[config.mk]
export PLATFORM = sky130hd
export DESIGN_NAME = ccff_chain_programmer
export DESIGN_NICKNAME = d
export VERILOG_FILES = /design/src/rtl/ccff_chain_programmer.sv
export SDC_FILE = /design/constraint.sdc
export NUM_CORES = 1
export LEC_CHECK = 0
export BUFFER_PORTS_ARGS = -buffer_cell sky130_fd_sc_hd__buf_2
export CAP_MARGIN = 25
export CORE_UTILIZATION = 42
export CTS_CLUSTER_SIZE = 28
export DETAILED_ROUTE_END_ITERATION = 10
export PLACE_DENSITY = 0.64
export SLEW_MARGIN = 10
export SYNTH_ARGS = -nofsm -noshare
export SYNTH_HDL_FRONTEND = slang
export SYNTH_SLANG_ARGS = --single-unit
[constraint.sdc]
create_clock -name prog_clk -period 2.5 [get_ports prog_clk]
set_input_delay 0.125 -clock prog_clk [delete_from_list [all_inputs] [get_ports prog_clk]]
set_output_delay 0.125 -clock prog_clk [all_outputs]
set_load 0.1 [all_outputs]
[src/rtl/ccff_chain_programmer.sv]
// ---------------------------------------------------------------------------
// ccff_chain_programmer
//
// Purpose:
//   Programs the configuration flip-flop (ccff) chain of routing tiles.
//   Parallel bitstream words come in over a valid/ready handshake. Each word
//   is serialised LSB-first onto ccff_head. ccff_shift_en gates the chain's
//   prog_clk for every cycle in which a bit is presented.
//
//   In verify mode the source replays the identical stream a second time.
//   While the replay is shifted in, the bits coming back out of ccff_tail are
//   the first-pass bits, delayed by exactly CHAIN_LEN shifts. Each one is
//   compared with the bit being driven in the same cycle. The first
//   disagreement is recorded in mismatch / mismatch_idx. Once both passes
//   complete, the chain holds the correct stream.
//
// Handshake:
//   A word is transferred on a prog_clk rising edge where word_valid and
//   word_ready are both high. word_ready is high only in LOAD, and it does not
//   depend on word_valid. A word_valid that is offered while word_ready is low
//   is left pending and is not consumed.
//
// Ports:
//   prog_clk       in   sole clock; every state update is on its rising edge
//   pReset         in   synchronous, active-high reset
//   start          in   begin programming; honoured only in IDLE
//   verify         in   captured together with start; 1 = two-pass program
//                       followed by a readback check
//   abort          in   return to IDLE on the next edge from any busy state
//   word_in        in   bitstream word; bit 0 is shifted first
//   word_valid     in   word_in is valid
//   word_ready     out  a word is accepted this cycle if word_valid is high
//   ccff_head      out  serial data into the chain
//   ccff_shift_en  out  chain advances on the edge that ends this cycle
//   ccff_tail      in   serial data from the end of the chain
//   busy           out  programmer is not idle
//   done           out  one-cycle completion pulse
//   mismatch       out  sticky readback error; cleared by an accepted start
//   mismatch_idx   out  bit index of the first readback error
//   state_dbg      out  current FSM state, for observation only
// ---------------------------------------------------------------------------
`timescale 1ns/1ps

module ccff_chain_programmer #(
    parameter int WORD_W    = 8,
    parameter int CHAIN_LEN = 36,
    parameter int CNT_W     = 16
) (
    input  logic              prog_clk,
    input  logic              pReset,
    input  logic              start,
    input  logic              verify,
    input  logic              abort,
    input  logic [WORD_W-1:0] word_in,
    input  logic              word_valid,
    output logic              word_ready,
    output logic              ccff_head,
    output logic              ccff_shift_en,
    input  logic              ccff_tail,
    output logic              busy,
    output logic              done,
    output logic              mismatch,
    output logic [CNT_W-1:0]  mismatch_idx,
    output logic [1:0]        state_dbg
);

    // -----------------------------------------------------------------------
    // FSM encoding
    // -----------------------------------------------------------------------
    localparam logic [1:0] ST_IDLE  = 2'd0;
    localparam logic [1:0] ST_LOAD  = 2'd1;
    localparam logic [1:0] ST_SHIFT = 2'd2;
    localparam logic [1:0] ST_DONE  = 2'd3;

    localparam logic [CNT_W-1:0] WORD_BITS_MAX = CNT_W'(WORD_W);
    localparam logic [CNT_W-1:0] CHAIN_BITS    = CNT_W'(CHAIN_LEN);
    localparam logic [CNT_W-1:0] LAST_BIT      = CNT_W'(CHAIN_LEN - 1);
    localparam logic [CNT_W-1:0] ONE           = CNT_W'(1);

    // -----------------------------------------------------------------------
    // State and datapath registers
    // -----------------------------------------------------------------------
    logic [1:0]        state_q;
    logic [1:0]        state_d;
    logic              verify_q;     // verify mode latched with start
    logic              pass_q;       // 0 = first pass, 1 = replay/compare pass
    logic [WORD_W-1:0] shreg_q;      // word being serialised, LSB is next bit
    logic [CNT_W-1:0]  bit_cnt_q;    // chain bit index within the current pass
    logic [CNT_W-1:0]  word_bits_q;  // bits of the current word still to shift
    logic              mismatch_q;
    logic [CNT_W-1:0]  mismatch_idx_q;

    // -----------------------------------------------------------------------
    // Decodes used by both the next-state logic and the datapath
    // -----------------------------------------------------------------------
    logic              in_idle;
    logic              in_load;
    logic              in_shift;
    logic              abort_hit;
    logic              load_take;
    logic              last_bit;
    logic              word_last;
    logic              replay_next;
    logic [CNT_W-1:0]  bits_left;
    logic [CNT_W-1:0]  load_bits;
    logic              tail_bad;

    assign in_idle   = (state_q == ST_IDLE);
    assign in_load   = (state_q == ST_LOAD);
    assign in_shift  = (state_q == ST_SHIFT);

    // Abort takes effect from any busy state and wins over all other activity.
    assign abort_hit = abort && !in_idle;

    assign load_take = in_load && word_valid && !abort_hit;

    assign last_bit  = (bit_cnt_q == LAST_BIT);
    assign word_last = (word_bits_q == ONE);

    // The end of the first pass in verify mode returns to LOAD to fetch the
    // replayed stream instead of finishing.
    assign replay_next = verify_q && !pass_q;

    // The final word can be wider than the remaining chain. Its high bits are
    // never shifted out; the early return to LOAD or DONE discards them.
    assign bits_left = CHAIN_BITS - bit_cnt_q;
    assign load_bits = (bits_left < WORD_BITS_MAX) ? bits_left : WORD_BITS_MAX;

    // During the replay pass, the tail carries the first-pass copy of the same
    // bit index that is being driven into the head.
    assign tail_bad = in_shift && pass_q && (ccff_tail != shreg_q[0]);

    // -----------------------------------------------------------------------
    // Next-state logic
    // -----------------------------------------------------------------------
    always_comb begin
        state_d = state_q;
        case (state_q)
            ST_IDLE: begin
                if (start) begin
                    state_d = ST_LOAD;
                end
            end
            ST_LOAD: begin
                if (word_valid) begin
                    state_d = ST_SHIFT;
                end
            end
            ST_SHIFT: begin
                if (last_bit) begin
                    state_d = replay_next ? ST_LOAD : ST_DONE;
                end else if (word_last) begin
                    state_d = ST_LOAD;
                end
            end
            ST_DONE: begin
                state_d = ST_IDLE;
            end
            default: begin
                state_d = ST_IDLE;
            end
        endcase

        if (abort_hit) begin
            state_d = ST_IDLE;
        end
    end

    // -----------------------------------------------------------------------
    // Sequential state
    // -----------------------------------------------------------------------
    always_ff @(posedge prog_clk) begin
        if (pReset) begin
            state_q        <= ST_IDLE;
            verify_q       <= 1'b0;
            pass_q         <= 1'b0;
            shreg_q        <= '0;
            bit_cnt_q      <= '0;
            word_bits_q    <= '0;
            mismatch_q     <= 1'b0;
            mismatch_idx_q <= '0;
        end else begin
            state_q <= state_d;

            // Accepted start: fresh run, error status cleared.
            if (in_idle && start) begin
                verify_q       <= verify;
                pass_q         <= 1'b0;
                bit_cnt_q      <= '0;
                mismatch_q     <= 1'b0;
                mismatch_idx_q <= '0;
            end

            if (load_take) begin
                shreg_q     <= word_in;
                word_bits_q <= load_bits;
            end

            if (in_shift && !abort_hit) begin
                shreg_q     <= shreg_q >> 1;
                word_bits_q <= word_bits_q - ONE;

                if (last_bit && replay_next) begin
                    pass_q    <= 1'b1;
                    bit_cnt_q <= '0;
                end else begin
                    bit_cnt_q <= bit_cnt_q + ONE;
                end

                // Only the first disagreement is recorded.
                if (tail_bad && !mismatch_q) begin
                    mismatch_q     <= 1'b1;
                    mismatch_idx_q <= bit_cnt_q;
                end
            end
        end
    end

    // -----------------------------------------------------------------------
    // Outputs: decoded from registers only, never from inputs
    // -----------------------------------------------------------------------
    assign word_ready    = in_load;
    assign ccff_shift_en = in_shift;
    assign ccff_head     = in_shift && shreg_q[0];
    assign busy          = !in_idle;
    assign done          = (state_q == ST_DONE);
    assign mismatch      = mismatch_q;
    assign mismatch_idx  = mismatch_idx_q;
    assign state_dbg     = state_q;

endmodule
After elaboration in Yosys (flattened, before gate mapping)
Index checks and enable logic that the tools add are counted.
{"block": "classes", "div_mod_pow": 0, "order_cmp": 1, "eq_ne": 9, "n_reduce_logical": 21, "n_addsub": 3, "multipliers": 0, "shift": 0, "muxes": 23, "bitwise": 0}
{"op": "$mux 16", "count": 9}
{"op": "$add 16x1->16 const B", "count": 1}
{"op": "$eq 16x1->1 const B", "count": 1}
{"op": "$eq 16x6->1 const B", "count": 1}
{"op": "$lt 16x4->1 const B", "count": 1}
{"op": "$sub 16x1->16 const B", "count": 1}
{"op": "$sub 6x16->16 const A", "count": 1}
{"op": "$mux 7", "count": 2}
{"op": "$logic_and 1x1->1", "count": 11}
{"op": "$mux 2", "count": 5}
{"op": "$pmux 2 s4", "count": 1}
{"op": "$mux 1", "count": 6}
{"op": "$eq 2x2->1 const B", "count": 2}
{"op": "$logic_not 1->1", "count": 4}
{"op": "$ne 2x2->1 const B", "count": 2}
{"op": "$reduce_bool 2->1", "count": 2}
{"op": "$reduce_or 2->1", "count": 2}
{"op": "$ne 3x1->1 const B", "count": 1}
{"op": "$reduce_and 3->1", "count": 1}
{"op": "$eq 2x1->1 const B", "count": 1}
{"op": "$logic_not 2->1", "count": 1}
{"op": "$ne 1x1->1", "count": 1}
{"block": "word_totals", "ff_bits": 61, "inputBits": 15, "latchBits": 0, "memories": 0, "elab_cells": 66, "out_inout_bits": 24, "rom_bits": 0, "ram_bits": 0}

Logic depth before layout (Yosys ltp)
{"block": "depth", "depth_word": 7, "ltp_mapped": 8, "ltp_nobuf": 8}

Worst setup path before layout
OpenSTA, ideal clock, no wires.
{"block": "synth_path", "path_kind": "flip-flop to flip-flop", "startpoint": "register state_q[1], in the netlist state_dbg[1]", "endpoint": "register mismatch_idx_q[10], in the netlist mismatch_idx[10]", "stages_incl_launch_ff": 8, "required_ns": 2.368, "synth_period_minus_slack_ns": 3.063, "n_path_buf": 2, "setup_ns": 0.132, "path_slack_ns": -0.563, "arrival_ns": 2.931, "cell_sequence": "dfxtp_1 -> and2b_1 -> nor2b_1 -> buf_2 -> nand4b_1 -> clkbuf_1 -> nand3_1 -> a21oi_1"}
{"block": "synth_via", "elab_chain_cells": 6}
{"item": "from (decl)", "line_no": "83", "source": "logic [1:0] state_q;"}
{"item": "from (signal assigned)", "line_no": "183", "source": "state_q <= state_d;"}
{"item": "$eq 2x2->1 (*)", "line_no": "110", "source": "assign in_shift = (state_q == ST_SHIFT);"}
{"item": "named net ccff_shift_en", "line_no": "58", "source": "output logic ccff_shift_en,"}
{"item": "$logic_and 1x1->1 (2 in a row)", "line_no": "131", "source": "assign tail_bad = in_shift && pass_q && (ccff_tail != shreg_q[0]);"}
{"item": "$logic_and 1x1->1", "line_no": "211", "source": "if (tail_bad && !mismatch_q) begin"}
{"item": "$mux 16", "line_no": "211"}
{"item": "$mux 16 (*)", "line_no": "199", "source": "if (in_shift && !abort_hit) begin"}
{"item": "to (signal assigned)", "line_no": "213", "source": "mismatch_idx_q <= bit_cnt_q;"}
{"item": "to (decl)", "line_no": "91", "source": "logic [CNT_W-1:0] mismatch_idx_q;"}
The timed path passes the listed nets; every way through them passes the cells marked *.
A chain may end at the register's enable or synchronous reset.

Worst setup path after layout
{"block": "layout_path", "startpoint": "register state_q[0], in the netlist state_dbg[0]", "endpoint": "register bit_cnt_q[6]"}
{"block": "layout_via", "elab_chain_cells": 6}
{"item": "$logic_not 2->1", "line_no": "108", "source": "assign in_idle = (state_q == ST_IDLE);"}
{"item": "$logic_not 1->1", "line_no": "113", "source": "assign abort_hit = abort && !in_idle;"}
{"item": "$logic_and 1x1->1", "line_no": "113"}
{"item": "$logic_not 1->1", "line_no": "199"}
{"item": "$logic_and 1x1->1", "line_no": "199"}
{"item": "$mux 16 / $reduce_bool 2->1 (equally long branches)"}
{"item": "to (signal assigned)", "line_no": "207", "source": "bit_cnt_q <= bit_cnt_q + ONE;"}
{"item": "to (decl)", "line_no": "88", "source": "logic [CNT_W-1:0] bit_cnt_q;"}
Several ways; a longest one is shown, not always the timed one.

==> reports/summary.log <==
[run_status] run status finished clean
[yosys] post-synthesis cell type with the largest combined area dfxtp_1
[cts] clock slew seen by the registers of the worst setup and hold paths 70 ps
[yosys] average size of a mapped cell 7.85 sq um
[place] post-DP HPWL 5210 um
[grt] wire length of the first global-routing pass 12500 um
[floorplanning] initial cell density of the core 43.5%
[power] leakage power figure 0.00133 uW
[yosys] post-synth top area share 38.7%
[sta] Final Skew 7.82 ps
[sta] minimum period implied by the final worst setup slack 2160 ps
[grt] number of global-route vias before repair 2670
[worst_setup_path] biggest fanout along the worst timing path 11
[worst_setup_path] data arrival at the endpoint of the critical path 2390 ps
[yosys] top_reg_cell synth dfxtp_1
[sta] Setup violations, final 0
[yosys] EDFF count, synth 0
[route] total via count after detailed routing 3000
[grt] initial antenna violation count 0
[hold_path] destination of the worst hold path verify_q$_SDFFE_PP0P_
[sta] Final Hold Fails 0
[place] gp weighted congestion 0.872
[cts] # hold bufs at CTS 0
[worst_setup_path] Critical R2R Launch state_dbg[0]$_SDFFE_PP0P_
[power] Power per Cell Area 518 mW/mm^2
[cts] buffer type at the clock tree root clkbuf_8
[yosys] Async SR Flop Fraction 0%
[power] Worst IR Drop VDD 0.435 mV
[worst_setup_path] startpoint type of the worst setup path register
[place] total of buffers placed on input and output ports 38
[yosys] count of cell types in the netlist 53
[cells_and_area] share of post-route cells with drive strength above 1 18.3%
[floorplanning] Die W 88.7 um
[floorplanning] die footprint 0.00786 sq mm
[worst_setup_path] R2R setup slack 340 ps
[route] post-route antenna net violation count 0
[route] total routed wirelength 7510 um
[worst_setup_path] required arrival time at the worst endpoint 2730 ps
[cells_and_area] fill cell instance count of the final layout 751
[route] detail-routed via count per cell 5.60
[worst_setup_path] Reg2Reg Depth 5
[worst_setup_path] category of the most critical setup path register to register
[grt] total overflow reported by the global router 0
[route] routed wirelength normalized by instance count 14.0 um
[cts] Clock Path Buffers 2
[route] final routed DRC violation total 0
[sta] number of slew-limit violations in the final report 0
[yosys] post-synth net total 421
[yosys] mapped cell area 0.00316 sq mm
[floorplanning] Placeable Area 0.00725 sq mm
[grt] overall global routing resource usage 20.4%
[route] Pre-Repair DR Iteration Count 5
[yosys] sequential share of the synthesized area 38.7%
[sta] RSZ-0062 raised after global routing no
[job] max-cap viol count 0
[sta] slew at the pin closest to its max-slew limit 642 ps
[cells_and_area] antenna diode count 0
[grt] maximum number of pins on one net before global-route repair 49
[hold_path] hold wc startpoint verify
[sta] highest clock rate 463 MHz
[cts] post-CTS repair timing setup buffer count 0
[yosys] warning count from the yosys run 0
[hold_path] worst hold stages 3
[cts] clk sinks 61
[cts] clock latency reported for the late side of the worst-skew pair 340 ps
[yosys] leading post-synthesis cells by instance count dfxtp_1, nand2_1, a21oi_1, nor2_1, nand3_1
[hold_path] worst hold-check path type primary input to register
[sta] total negative slack 0 ps
[floorplanning] overall die height 88.7 um
[yosys] most numerous cell in the Yosys netlist dfxtp_1
[worst_setup_path] Crit Reg-Reg Endpoint bit_cnt_q[6]$_SDFFE_PP0P_
[cts] count of H-tree levels built during CTS 3
[cells_and_area] area grow syn2layout 13.9%
[sta] remaining max-slew budget at the tightest pin 57.1%
[place] worst setup timing slack at the placement stage 327 ps
[yosys] synthesized flop and latch total 61
[yosys] Area contributors post-synth dfxtp_1, nand2_1, a21oi_1
[cts] clock buffer count from CTS 9
[worst_setup_path] Critical Path End Type register
[route] detailed router's first-iteration violation count 173
[cts] TritonCTS clock tree yes
[yosys] number of cells produced by synthesis 402
[sta] final setup margin 339 ps
[floorplanning] top-level port count 39
[cts] number of resized instances in the post-cts repair step 0
[cells_and_area] Total Nets Final 453
[floorplanning] num rows 31
[sta] Final Cycle Share 86.4%
-- logic make-up after synthesis --
group / Yosys count / synth area share, %
AOI/OAI and AO/OA: 92 / 18.2
xor gates and xnor gates: 12 / 3.33
adders and majority gates: 4 / 1.59
buffers and inverters: 37 / 4.84
DFF: 61 / 38.7
muxes: 6 / 2.02
and+or+nand+nor: 190 / 31.3
-- layer usage --
metal | vias up | global-route usage (%) | share of wire [%]
met5 | - | 0 | 0
met4 | 0 | 9.68 | 1.7
met3 | 13 | 4.76 | 4.0
met2 | 68 | 32.0 | 47
met1 | 1422 | 26.4 | 47
li1 | 1497 | - | -
-- area by class of cell --
class / count / area, sq um / share of cell area [%]
Sequential cell: 61 / 1220 / 34.0
Clock buffer: 9 / 124 / 3.45
Inverter: 10 / 37.5 / 1.04
Timing Repair Buffer: 48 / 265 / 7.38
Clock inverter: 5 / 30.0 / 0.835
Multi-Input combinational cell: 304 / 1790 / 49.8
Tap cell: 99 / 124 / 3.45
-- worst max-delay path by stage --
stage	start	endpoint
floorplan	state_dbg[1]$_SDFFE_PP0P_	mismatch_idx[10]$_SDFF_PP0_
global placement	bit_cnt_q[8]$_SDFFE_PP0P_	bit_cnt_q[5]$_SDFFE_PP0P_
CTS	state_dbg[0]$_SDFFE_PP0P_	bit_cnt_q[6]$_SDFFE_PP0P_
global route	state_dbg[0]$_SDFFE_PP0P_	bit_cnt_q[6]$_SDFFE_PP0P_
detailed placement	state_dbg[0]$_SDFFE_PP0P_	bit_cnt_q[6]$_SDFFE_PP0P_
finish	state_dbg[0]$_SDFFE_PP0P_	bit_cnt_q[6]$_SDFFE_PP0P_
-- cell usage in the layout, fill, tap and decap left out, types with 4 or more instances in the layout --
cell,netlist,routed
and2_1,6,6
xnor2_1,4,4
inv_1,10,10
o31ai_1,6,6
nand2_1,55,55
nand2b_1,5,5
ha_1,4,4
a311oi_1,4,4
nand4_1,11,11
xor2_1,8,8
buf_4,0,10
nor2b_1,6,6
a21oi_1,40,40
nor4_1,4,4
a22oi_1,9,9
and3_1,7,7
buf_2,5,38
nand3_1,31,31
nor2_1,32,32
dfxtp_1,61,59
nor3_1,11,11
clkbuf_8,0,9
o311ai_0,5,5
nor3_2,4,4
o21ai_0,13,13
-- through the flow --
step / cells / hold WS (ps) / power (uW) / utilization, % / cell area, sq um
2_1_floorplan: 402 / 261 / 1120 / - / 3160
3_3_place_gp: 522 / 380 / 1160 / 47.4 / 3440
3_5_place_dp: 522 / 380 / 1160 / 47.4 / 3440
4_1_cts: 536 / 17.9 / 1890 / 49.6 / 3590
5_1_grt: 536 / 17.4 / 1950 / 49.6 / 3590
6_report: 536 / 36.9 / 1860 / 49.6 / 3590
-- report_power, final --
group          leakage [uW]  total, uW  switching [uW]  internal (uW)
registers          0.000493        994            12.2            982
clock network     0.0000767        721             379            342
logic              0.000756        147             104           43.0
-- sequential cells by signal (all words and copies together), names as in the netlist --
| register | flops |
|---|---|
| bit_cnt_q | 16 |
| mismatch | 1 |
| mismatch_idx | 16 |
| pass_q | 1 |
| shreg_q | 8 |
| state_dbg | 2 |
| verify_q | 1 |
| word_bits_q | 16 |
-- worst max-delay path, stage by stage (launching register included) --
cell      delay, ps
dfxtp_2         360
or3b_1          500
buf_4           240
nor2_1          280
nand2_1         290
o311ai_0        380
Note: power is estimated with default switching activity, not from simulation.
